$ cat config.mk
export PLATFORM = sky130hd
export DESIGN_NAME = cpu_control_fsm
export DESIGN_NICKNAME = d
export VERILOG_FILES = /design/src/rtl/cpu_control_fsm_pkg.sv /design/src/rtl/cpu_control_fsm_timeout.sv /design/src/rtl/cpu_control_fsm.sv
export SDC_FILE = /design/constraint.sdc
export NUM_CORES = 1
export LEC_CHECK = 0
export ABC_AREA = 1
export CORE_ASPECT_RATIO = 0.75
export CORE_UTILIZATION = 40
export DETAILED_ROUTE_END_ITERATION = 7
export HOLD_SLACK_MARGIN = 0.02
export PLACE_DENSITY = 0.74
export SLEW_MARGIN = 10
export SYNTH_ARGS = -nofsm -noshare
export SYNTH_HDL_FRONTEND = slang
export SYNTH_HIERARCHICAL = 1
export SYNTH_SLANG_ARGS = --single-unit
export TNS_END_PERCENT = 1
$ cat constraint.sdc
create_clock -name clk -period 4.3 [get_ports clk]
set_clock_uncertainty 0.2 [all_clocks]
set_input_delay 0.645 -clock clk [delete_from_list [all_inputs] [get_ports clk]]
set_output_delay 0.645 -clock clk [all_outputs]
set_load 0.01 [all_outputs]
$ cat src/rtl/cpu_control_fsm_pkg.sv
// Shared encodings for the multi-cycle control sequencer and the ALU-op decoder.
// States, opcode/ext fields, PC source and writeback mux selects.
package cpu_control_fsm_pkg;

   typedef enum logic [2:0] {
      S_RESET  = 3'd0,
      S_FETCH  = 3'd1,
      S_DECODE = 3'd2,
      S_EXEC   = 3'd3,
      S_MEM_RD = 3'd4,
      S_MEM_WR = 3'd5,
      S_LINK   = 3'd6,
      S_HALT   = 3'd7
   } state_t;

   localparam logic [3:0] OP_RTYPE   = 4'b0000;
   localparam logic [3:0] OP_SPECIAL = 4'b0100;
   localparam logic [3:0] OP_BCOND   = 4'b1100;
   localparam logic [3:0] OP_CMP     = 4'b1011;

   localparam logic [3:0] EXT_LOAD  = 4'b0000;
   localparam logic [3:0] EXT_STOR  = 4'b0100;
   localparam logic [3:0] EXT_JCOND = 4'b1100;
   localparam logic [3:0] EXT_JAL   = 4'b1000;
   localparam logic [3:0] EXT_CMP   = 4'b1011;

   localparam logic [1:0] PC_SRC_INC   = 2'b00;
   localparam logic [1:0] PC_SRC_DISP  = 2'b01;
   localparam logic [1:0] PC_SRC_REG   = 2'b10;
   localparam logic [1:0] PC_SRC_RESET = 2'b11;

   localparam logic [1:0] WB_SEL_ALU  = 2'b00;
   localparam logic [1:0] WB_SEL_MEM  = 2'b01;
   localparam logic [1:0] WB_SEL_LINK = 2'b10;

   // PC value the datapath loads when pc_src selects PC_SRC_RESET
   localparam logic [15:0] RESET_PC = 16'h0000;

   function automatic logic is_cmp(input logic [3:0] op,
                                   input logic [3:0] ext);
      return (op == OP_CMP) || ((op == OP_RTYPE) && (ext == EXT_CMP));
   endfunction

endpackage

$ cat src/rtl/cpu_control_fsm_timeout.sv
// Bus-master wait counter: counts request cycles without ack and
// flags expiry on the cycle the count would reach LIMIT.
module mem_timeout_counter #(
   parameter int LIMIT = 15
) (
   input  logic clk,
   input  logic rst_n,
   input  logic i_clr,
   input  logic i_en,
   output logic o_expired
);

   localparam int W = $clog2(LIMIT + 1);

   logic [W-1:0] r_cnt;

   assign o_expired = i_en && (r_cnt == W'(LIMIT - 1));

   always_ff @(posedge clk or negedge rst_n) begin
      if (!rst_n) begin
         r_cnt <= '0;
      end else if (i_clr) begin
         r_cnt <= '0;
      end else if (i_en) begin
         r_cnt <= r_cnt + 1'b1;
      end
   end

endmodule

$ cat src/rtl/cpu_control_fsm.sv
// Multi-cycle control sequencer: fetch over ready/ack port, latch IR,
// and issue per-state commit strobes to the 16-bit datapath.
module cpu_control_fsm
   import cpu_control_fsm_pkg::*;
#(
   parameter int MEM_TIMEOUT = 15
) (
   input  logic        clk,
   input  logic        rst_n,
   input  logic [15:0] mem_data_in,
   input  logic        mem_ack,
   input  logic        cond_met,
   output logic [15:0] ir,
   output logic        ir_load,
   output logic        mem_req,
   output logic        mem_we,
   output logic        mem_addr_sel,
   output logic        pc_en,
   output logic [1:0]  pc_src,
   output logic        reg_write,
   output logic [1:0]  wb_sel,
   output logic        flags_write,
   output logic        bus_error,
   output logic [2:0]  state_dbg
);

   state_t      r_state;
   state_t      w_next;
   logic [15:0] r_ir;
   logic        r_bus_err;

   logic [3:0]  w_op;
   logic [3:0]  w_ext;
   logic        w_special;
   logic        w_is_load;
   logic        w_is_stor;
   logic        w_is_jcond;
   logic        w_is_jal;
   logic        w_is_bcond;
   logic        w_is_cmp;

   logic        w_in_mem;
   logic        w_next_mem;
   logic        w_enter_mem;
   logic        w_tmo_en;
   logic        w_tmo_clr;
   logic        w_expired;

   assign w_op       = r_ir[15:12];
   assign w_ext      = r_ir[7:4];
   assign w_special  = (w_op == OP_SPECIAL);
   assign w_is_load  = w_special && (w_ext == EXT_LOAD);
   assign w_is_stor  = w_special && (w_ext == EXT_STOR);
   assign w_is_jcond = w_special && (w_ext == EXT_JCOND);
   assign w_is_jal   = w_special && (w_ext == EXT_JAL);
   assign w_is_bcond = (w_op == OP_BCOND);
   assign w_is_cmp   = is_cmp(w_op, w_ext);

   // mem_req is a pure function of state, so async reset drops it at once
   assign w_in_mem = (r_state == S_FETCH)
                  || (r_state == S_MEM_RD)
                  || (r_state == S_MEM_WR);

   assign w_next_mem = (w_next == S_FETCH)
                    || (w_next == S_MEM_RD)
                    || (w_next == S_MEM_WR);

   assign w_enter_mem = w_next_mem && (w_next != r_state);
   assign w_tmo_en    = w_in_mem && !mem_ack;
   assign w_tmo_clr   = w_enter_mem || (w_in_mem && mem_ack);

   mem_timeout_counter #(
      .LIMIT     (MEM_TIMEOUT)
   ) u_tmo (
      .clk       (clk),
      .rst_n     (rst_n),
      .i_clr     (w_tmo_clr),
      .i_en      (w_tmo_en),
      .o_expired (w_expired)
   );

   assign mem_req   = w_in_mem;
   assign ir        = r_ir;
   assign bus_error = r_bus_err;
   assign state_dbg = r_state;

   always_ff @(posedge clk or negedge rst_n) begin
      if (!rst_n) begin
         r_state   <= S_RESET;
         r_ir      <= '0;
         r_bus_err <= 1'b0;
      end else begin
         r_state <= w_next;
         if (ir_load) begin
            r_ir <= mem_data_in;
         end
         if (w_expired) begin
            r_bus_err <= 1'b1;
         end
      end
   end

   always_comb begin
      w_next       = r_state;
      ir_load      = 1'b0;
      mem_we       = 1'b0;
      mem_addr_sel = 1'b0;
      pc_en        = 1'b0;
      pc_src       = PC_SRC_INC;
      reg_write    = 1'b0;
      wb_sel       = WB_SEL_ALU;
      flags_write  = 1'b0;

      case (r_state)
         S_RESET: begin
            pc_en  = rst_n;
            pc_src = PC_SRC_RESET;
            w_next = S_FETCH;
         end

         S_FETCH: begin
            if (mem_ack) begin
               ir_load = 1'b1;
               w_next  = S_DECODE;
            end else if (w_expired) begin
               w_next = S_HALT;
            end
         end

         S_DECODE: begin
            w_next = S_EXEC;
         end

         S_EXEC: begin
            unique case (1'b1)
               w_is_load: begin
                  w_next = S_MEM_RD;
               end
               w_is_stor: begin
                  w_next = S_MEM_WR;
               end
               w_is_jcond: begin
                  pc_en  = 1'b1;
                  pc_src = cond_met ? PC_SRC_REG : PC_SRC_INC;
                  w_next = S_FETCH;
               end
               w_is_jal: begin
                  w_next = S_LINK;
               end
               w_is_bcond: begin
                  pc_en  = 1'b1;
                  pc_src = cond_met ? PC_SRC_DISP : PC_SRC_INC;
                  w_next = S_FETCH;
               end
               w_is_cmp: begin
                  flags_write = 1'b1;
                  pc_en       = 1'b1;
                  w_next      = S_FETCH;
               end
               default: begin
                  reg_write   = 1'b1;
                  flags_write = 1'b1;
                  pc_en       = 1'b1;
                  w_next      = S_FETCH;
               end
            endcase
         end

         S_MEM_RD: begin
            mem_addr_sel = 1'b1;
            if (mem_ack) begin
               reg_write = 1'b1;
               wb_sel    = WB_SEL_MEM;
               pc_en     = 1'b1;
               w_next    = S_FETCH;
            end else if (w_expired) begin
               w_next = S_HALT;
            end
         end

         S_MEM_WR: begin
            mem_we       = 1'b1;
            mem_addr_sel = 1'b1;
            if (mem_ack) begin
               pc_en  = 1'b1;
               w_next = S_FETCH;
            end else if (w_expired) begin
               w_next = S_HALT;
            end
         end

         // regfile latches old PC+1 while PC takes the pre-write Raddr value
         S_LINK: begin
            reg_write = 1'b1;
            wb_sel    = WB_SEL_LINK;
            pc_en     = 1'b1;
            pc_src    = PC_SRC_REG;
            w_next    = S_FETCH;
         end

         S_HALT: begin
            w_next = S_HALT;
         end
      endcase
   end

endmodule

[After elaboration in Yosys (flattened, before gate mapping)]
Cells that the tools add are included.
Word-level totals
  bits in registers: 24
  bits in latches: 0
  bits in writable memories: 0
  ROM bits: 0
  input port bits: 20
  output and inout port bits: 31
  logic and storage cells: 72
  memories kept: 0
Cells by class
  $add $sub $neg: 1
  $mul: 0
  divide/modulo/power cells: 0
  magnitude comparators: 0
  equal/unequal tests: 19
  shifts and indexed selects: 0
  mux-type cells: 23
  bitwise gates (word level): 0
  reduce and logical (&&, ||, !) cells: 25
Operators with widths (count)
  $eq A4 B4 Y1 const B: 6
  $eq A3 B3 Y1 const B: 6
  $pmux W3 S6: 1
  $mux W1: 10
  $logic_and A1 B1 Y1: 9
  $mux W3: 3
  $pmux W3 S3: 1
  $eq A4 B3 Y1 const B: 2
  $logic_not A4 Y1: 2
  $mux W4: 2
  $pmux W2 S2: 2
  $eq A3 B1 Y1 const B: 2
  $eq A3 B2 Y1 const B: 2
  $logic_or A1 B1 Y1: 6
  $pmux W2 S3: 1
  $reduce_or A6 Y1: 1
  $reduce_or A5 Y1: 1
  $add A4 B1 Y4 const B: 1
  $pmux W1 S4: 1
  $reduce_or A2 Y1: 2
  $logic_not A3 Y1: 1
  $ne A3 B3 Y1: 1
  $pmux W1 S3: 1
  $reduce_or A3 Y1: 1
  other kinds (3): 3

[Depth between registers and ports, before layout]
  depth in word-level cells: 14
  gate-level depth with buffers: 17
  depth with buffers taken out: 17

[Modules after synthesis]
The synthesis kept the hierarchy.
By module, submodules not included
  cpu_control_fsm: times used 1, cells an instance 148, area an instance 1079.8 um^2
  mem_timeout_counter: times used 1, cells an instance 27, area an instance 221.5 um^2

[Worst setup path after synthesis]
Ideal clock, no wire load.
  kind: in2reg
  start point: input port mem_ack
  end point: register u_tmo.r_cnt[3]
  setup time: 0.119 ns
  arrival time: 1.978 ns
  data required time: 3.981 ns
  path slack: 2.003 ns
  stages on the path: 16
  cells stage by stage: nor3_2 -> nand2_1 -> nor2_1 -> nor2_1 -> nand2_1 -> nor2_1 -> nor2_1 -> o21ai_0 -> nand2_1 -> nand2_1 -> nand2_1 -> nor2_2 -> nor2_4 -> nand3_1 -> nand2_1 -> nor2_1
Between the ends
  cells in the longest elaborated chain, start to end: 12
Ends and longest elaborated chain
  start, declared: RTL line cpu_control_fsm.sv:11  | input logic mem_ack,
  $logic_not A1 Y1 *: RTL line cpu_control_fsm.sv:69  | assign w_tmo_en = w_in_mem && !mem_ack;
  $logic_and A1 B1 Y1 *: RTL line cpu_control_fsm.sv:69
  $logic_and A1 B1 Y1 *: RTL line cpu_control_fsm_timeout.sv:17  | assign o_expired = i_en && (r_cnt == W'(LIMIT - 1));
  net w_expired: RTL line cpu_control_fsm.sv:47  | logic w_expired;
  $mux W3 *: RTL line cpu_control_fsm.sv:125, cpu_control_fsm.sv:176, cpu_control_fsm.sv:187
  $mux W3, on equally long branches: RTL line cpu_control_fsm.sv:171, cpu_control_fsm.sv:122
  $pmux W3 S6 *: RTL line cpu_control_fsm.sv:114  | case (r_state)
  $eq A3 B1 Y1 or $eq A3 B3 Y1 (tied branches): RTL line cpu_control_fsm.sv:64, cpu_control_fsm.sv:65
  $logic_or A1 B1 Y1: RTL line cpu_control_fsm.sv:65  | || (w_next == S_MEM_RD)
  $logic_or A1 B1 Y1: RTL line cpu_control_fsm.sv:66  | || (w_next == S_MEM_WR);
  $logic_and A1 B1 Y1 *: RTL line cpu_control_fsm.sv:68  | assign w_enter_mem = w_next_mem && (w_next != r_state);
  $logic_or A1 B1 Y1 *: RTL line cpu_control_fsm.sv:70  | assign w_tmo_clr = w_enter_mem || (w_in_mem && mem_ack);
  net w_tmo_clr: RTL line cpu_control_fsm.sv:46  | logic w_tmo_clr;
  $mux W4 or $reduce_bool A2 Y1 (tied branches)
  end signal, assigned: RTL line cpu_control_fsm_timeout.sv:25  | r_cnt <= r_cnt + 1'b1;
  end, declared: RTL line cpu_control_fsm_timeout.sv:15  | logic [W-1:0] r_cnt;
The timed path passes the listed nets; every way through them passes the cells marked *.
A chain may end at the register's enable or synchronous reset.

[Worst setup path in the final report]
  start point: input port mem_ack
  end point: output port ir_load
Between the ends
  cells in the longest elaborated chain, start to end: 2
Ends and longest elaborated chain
  $mux W1: RTL line cpu_control_fsm.sv:122  | if (mem_ack) begin
  $mux W1: RTL line cpu_control_fsm.sv:114
  end, declared: RTL line cpu_control_fsm.sv:14  | output logic ir_load,
Every way passes these cells.

==> results.toml <==
[run_status]
outcome = "finished clean"

[finish]
final_layout_size_suffix_gt1_frac = 0.114
finalNetCount = 251
final_common_cell = "nand2_1"
area_growth_pct = 47.6
n_antenna_cell = 0
final_cell_mix = "nand2_1, clkdlybuf4s50_1, dfrtp_1"

[drt]
first_pass_iters = 4
vias = 1279
via_per_inst = 4.81
routed_wl_mm = 3.06
drc_errors = 0
wl_per_cell_um = 11.5
dr.first_iter.drc_count = 72
ant_nets = 0

[die]
die_area_sq_um = 3490
num_rows = 17
io_pins = 51
die_h_um = 51.4
die-width_um = 67.9
start_util = 0.431
core_area_sq_um = 3020

[worst_hold_path]
hp-class = "reg -> reg"

[critical_path]
critPathRequiredTime_ns = 3.45
critical_path_class = "in -> out"
startpoint_type = "input port"
crit_path_max_fanout = 24
cp_data_arrival_time_ns = 2.35
end_kind = "output pin"

[clocking]
postCtsSetupRepairBufs = 0
htreeDepth = 1
ctsResizeCount = 0
clk_path_buf_depth = 2
clock-sinks = 24
cts_tree = "done"
cts.clk_slew.worst_paths_ns = 0.09
cts_hold_buf = 0
cts_buffers = 3
clkLatencyLatePin_ns = 0.27
cts-root-buf = "clkbuf_8"

[sta]
max_freq_ghz = 0.313
layout_min_cycle_time_ns = 3.19
setup_viol = 0
slew_viol_final = 0
rsz0062_at_grt = "false"
tns_ns = 0
fin_crit_sh = 0.742
worstMarginPinSlew_ns = 0.483
hold_viol_final = 0
layout_setup_ws_ns = 1.11
relSlewSlack = 0.675

[synth]
syn-num-nets = 197
async_reset_ff_frac = 1.00
synth_top_area_share = 0.462
synth_xor_area_frac = 0
synth_top_family_by_area = "simple AND/OR/NAND/NOR gates"
synthAdderAreaFrac = 0.0192
synth.distinct_cells = 22
synth_compound_area_frac = 0.0606
ys.flop_type = "dfrtp_1"
yosys.area_share.simple = 0.389
syn_inst = 175
yosys_warnings = 6
yosys-top-cells-area = "dfrtp_1, nand2_1, nor2_1"
muxShareOfSynthArea = 0
ys_seq_area_frac = 0.462
yosys.area.top_type = "dfrtp_1"
synth-edff-count = 0
synth-seq-cells = 24
synth_area_sq_um = 1300
syn_area_per_cell_sq_um = 7.44

[place]
pre_cts_ws_ns = 1.10
dp_hpwl_mm = 2.33
routabilityCongestion = 0.897
port-buffer-count = 50

[global_routing]
grt_pass1_wl_mm = 5.07
track_usage = 0.199
antenna_found_initial = 0
grt-ovfl-total = 0
grt_pass1_vias = 1144
grt_max_degree = 26

[job]
max_cap_viol_count = 0

[pwr]
power_density_nw_per_um2 = 671
max-vdd-ir-drop_mv = 0.315
p_leak_nw = 0.944
synthesized netlist by cell type (3+ instances only):
| library cell | count |
|---|---|
| nor2_2 | 5 |
| nand3_1 | 11 |
| inv_1 | 14 |
| buf_2 | 3 |
| o21ai_1 | 7 |
| inv_2 | 6 |
| nand2_1 | 67 |
| a21oi_1 | 3 |
| dfrtp_1 | 24 |
| o21ai_0 | 3 |
| nor2_1 | 16 |
layer usage:
layer  up-vias  global-route usage  part of all wire
met5         -                   0                 0
met4         0              0.0660            0.0088
met3         2              0.0692             0.090
met2        54               0.304              0.43
met1       569               0.261              0.47
li1        654                   -                 -
state kept, by name (all words and copies together), names as in the netlist:
register / flops
ir: 16
state_dbg: 3
bus_error: 1
u_tmo/r_cnt: 4
final timing paths:
check	from	end	slack, ns	cells past startpoint
setup / recovery	mem_ack	ir_load	1.11	5
hold / removal	bus_error	bus_error	0.27	1
setup reg to reg	state_dbg[2]	u_tmo/r_cnt[3]	1.72	17
hold reg to reg	bus_error	bus_error	0.27	1
max in group asynchronous	rst_n	ir[10]	3.13	2
min in group asynchronous	rst_n	u_tmo/r_cnt[2]	0.53	2
metrics by stage:
step / util / hold WS, ns / power (mW) / instance area (sq um) / cells
global route: 0.636 / 0.293 / 1.39 / 1920 / 266
detailed placement: 0.612 / 0.257 / 1.09 / 1850 / 262
CTS: 0.636 / 0.278 / 1.30 / 1920 / 266
global placement: 0.612 / 0.254 / 1.08 / 1850 / 262
finish: 0.636 / 0.272 / 1.29 / 1920 / 266
floorplan: - / 0.149 / 0.766 / 1300 / 175
kinds of logic (layout without fill, tap and decap cells):
group	after synthesis	count (layout)
compound gates	15	15
fa+ha+maj	2	2
buf+inv	23	76
flops	24	24
simple gates	111	111
final cells by class:
class | instances | area, sq um
fillers | 246 | 1100
multi-input cells | 128 | 611
flip-flops and latches | 24 | 601
repair buffers | 52 | 515
inverters | 20 | 75.1
well taps | 38 | 47.5
clock buffers | 3 | 41.3
clock inverters | 1 | 30.0
power breakdown:
group | switching (mW) | leakage, nW | internal, mW
clock | 0.0764 | 0.0357 | 0.125
combinational | 0.346 | 0.606 | 0.332
sequential | 0.0928 | 0.302 | 0.316
total | 0.515 | 0.944 | 0.773
critical path, stage by stage:
cell and delay, ns:
clkdlybuf4s50_1 0.55, inv_1 0.13, nor3_4 0.16, buf_4 0.27, clkdlybuf4s50_1 0.59
(Power assumes the default switching activity.)
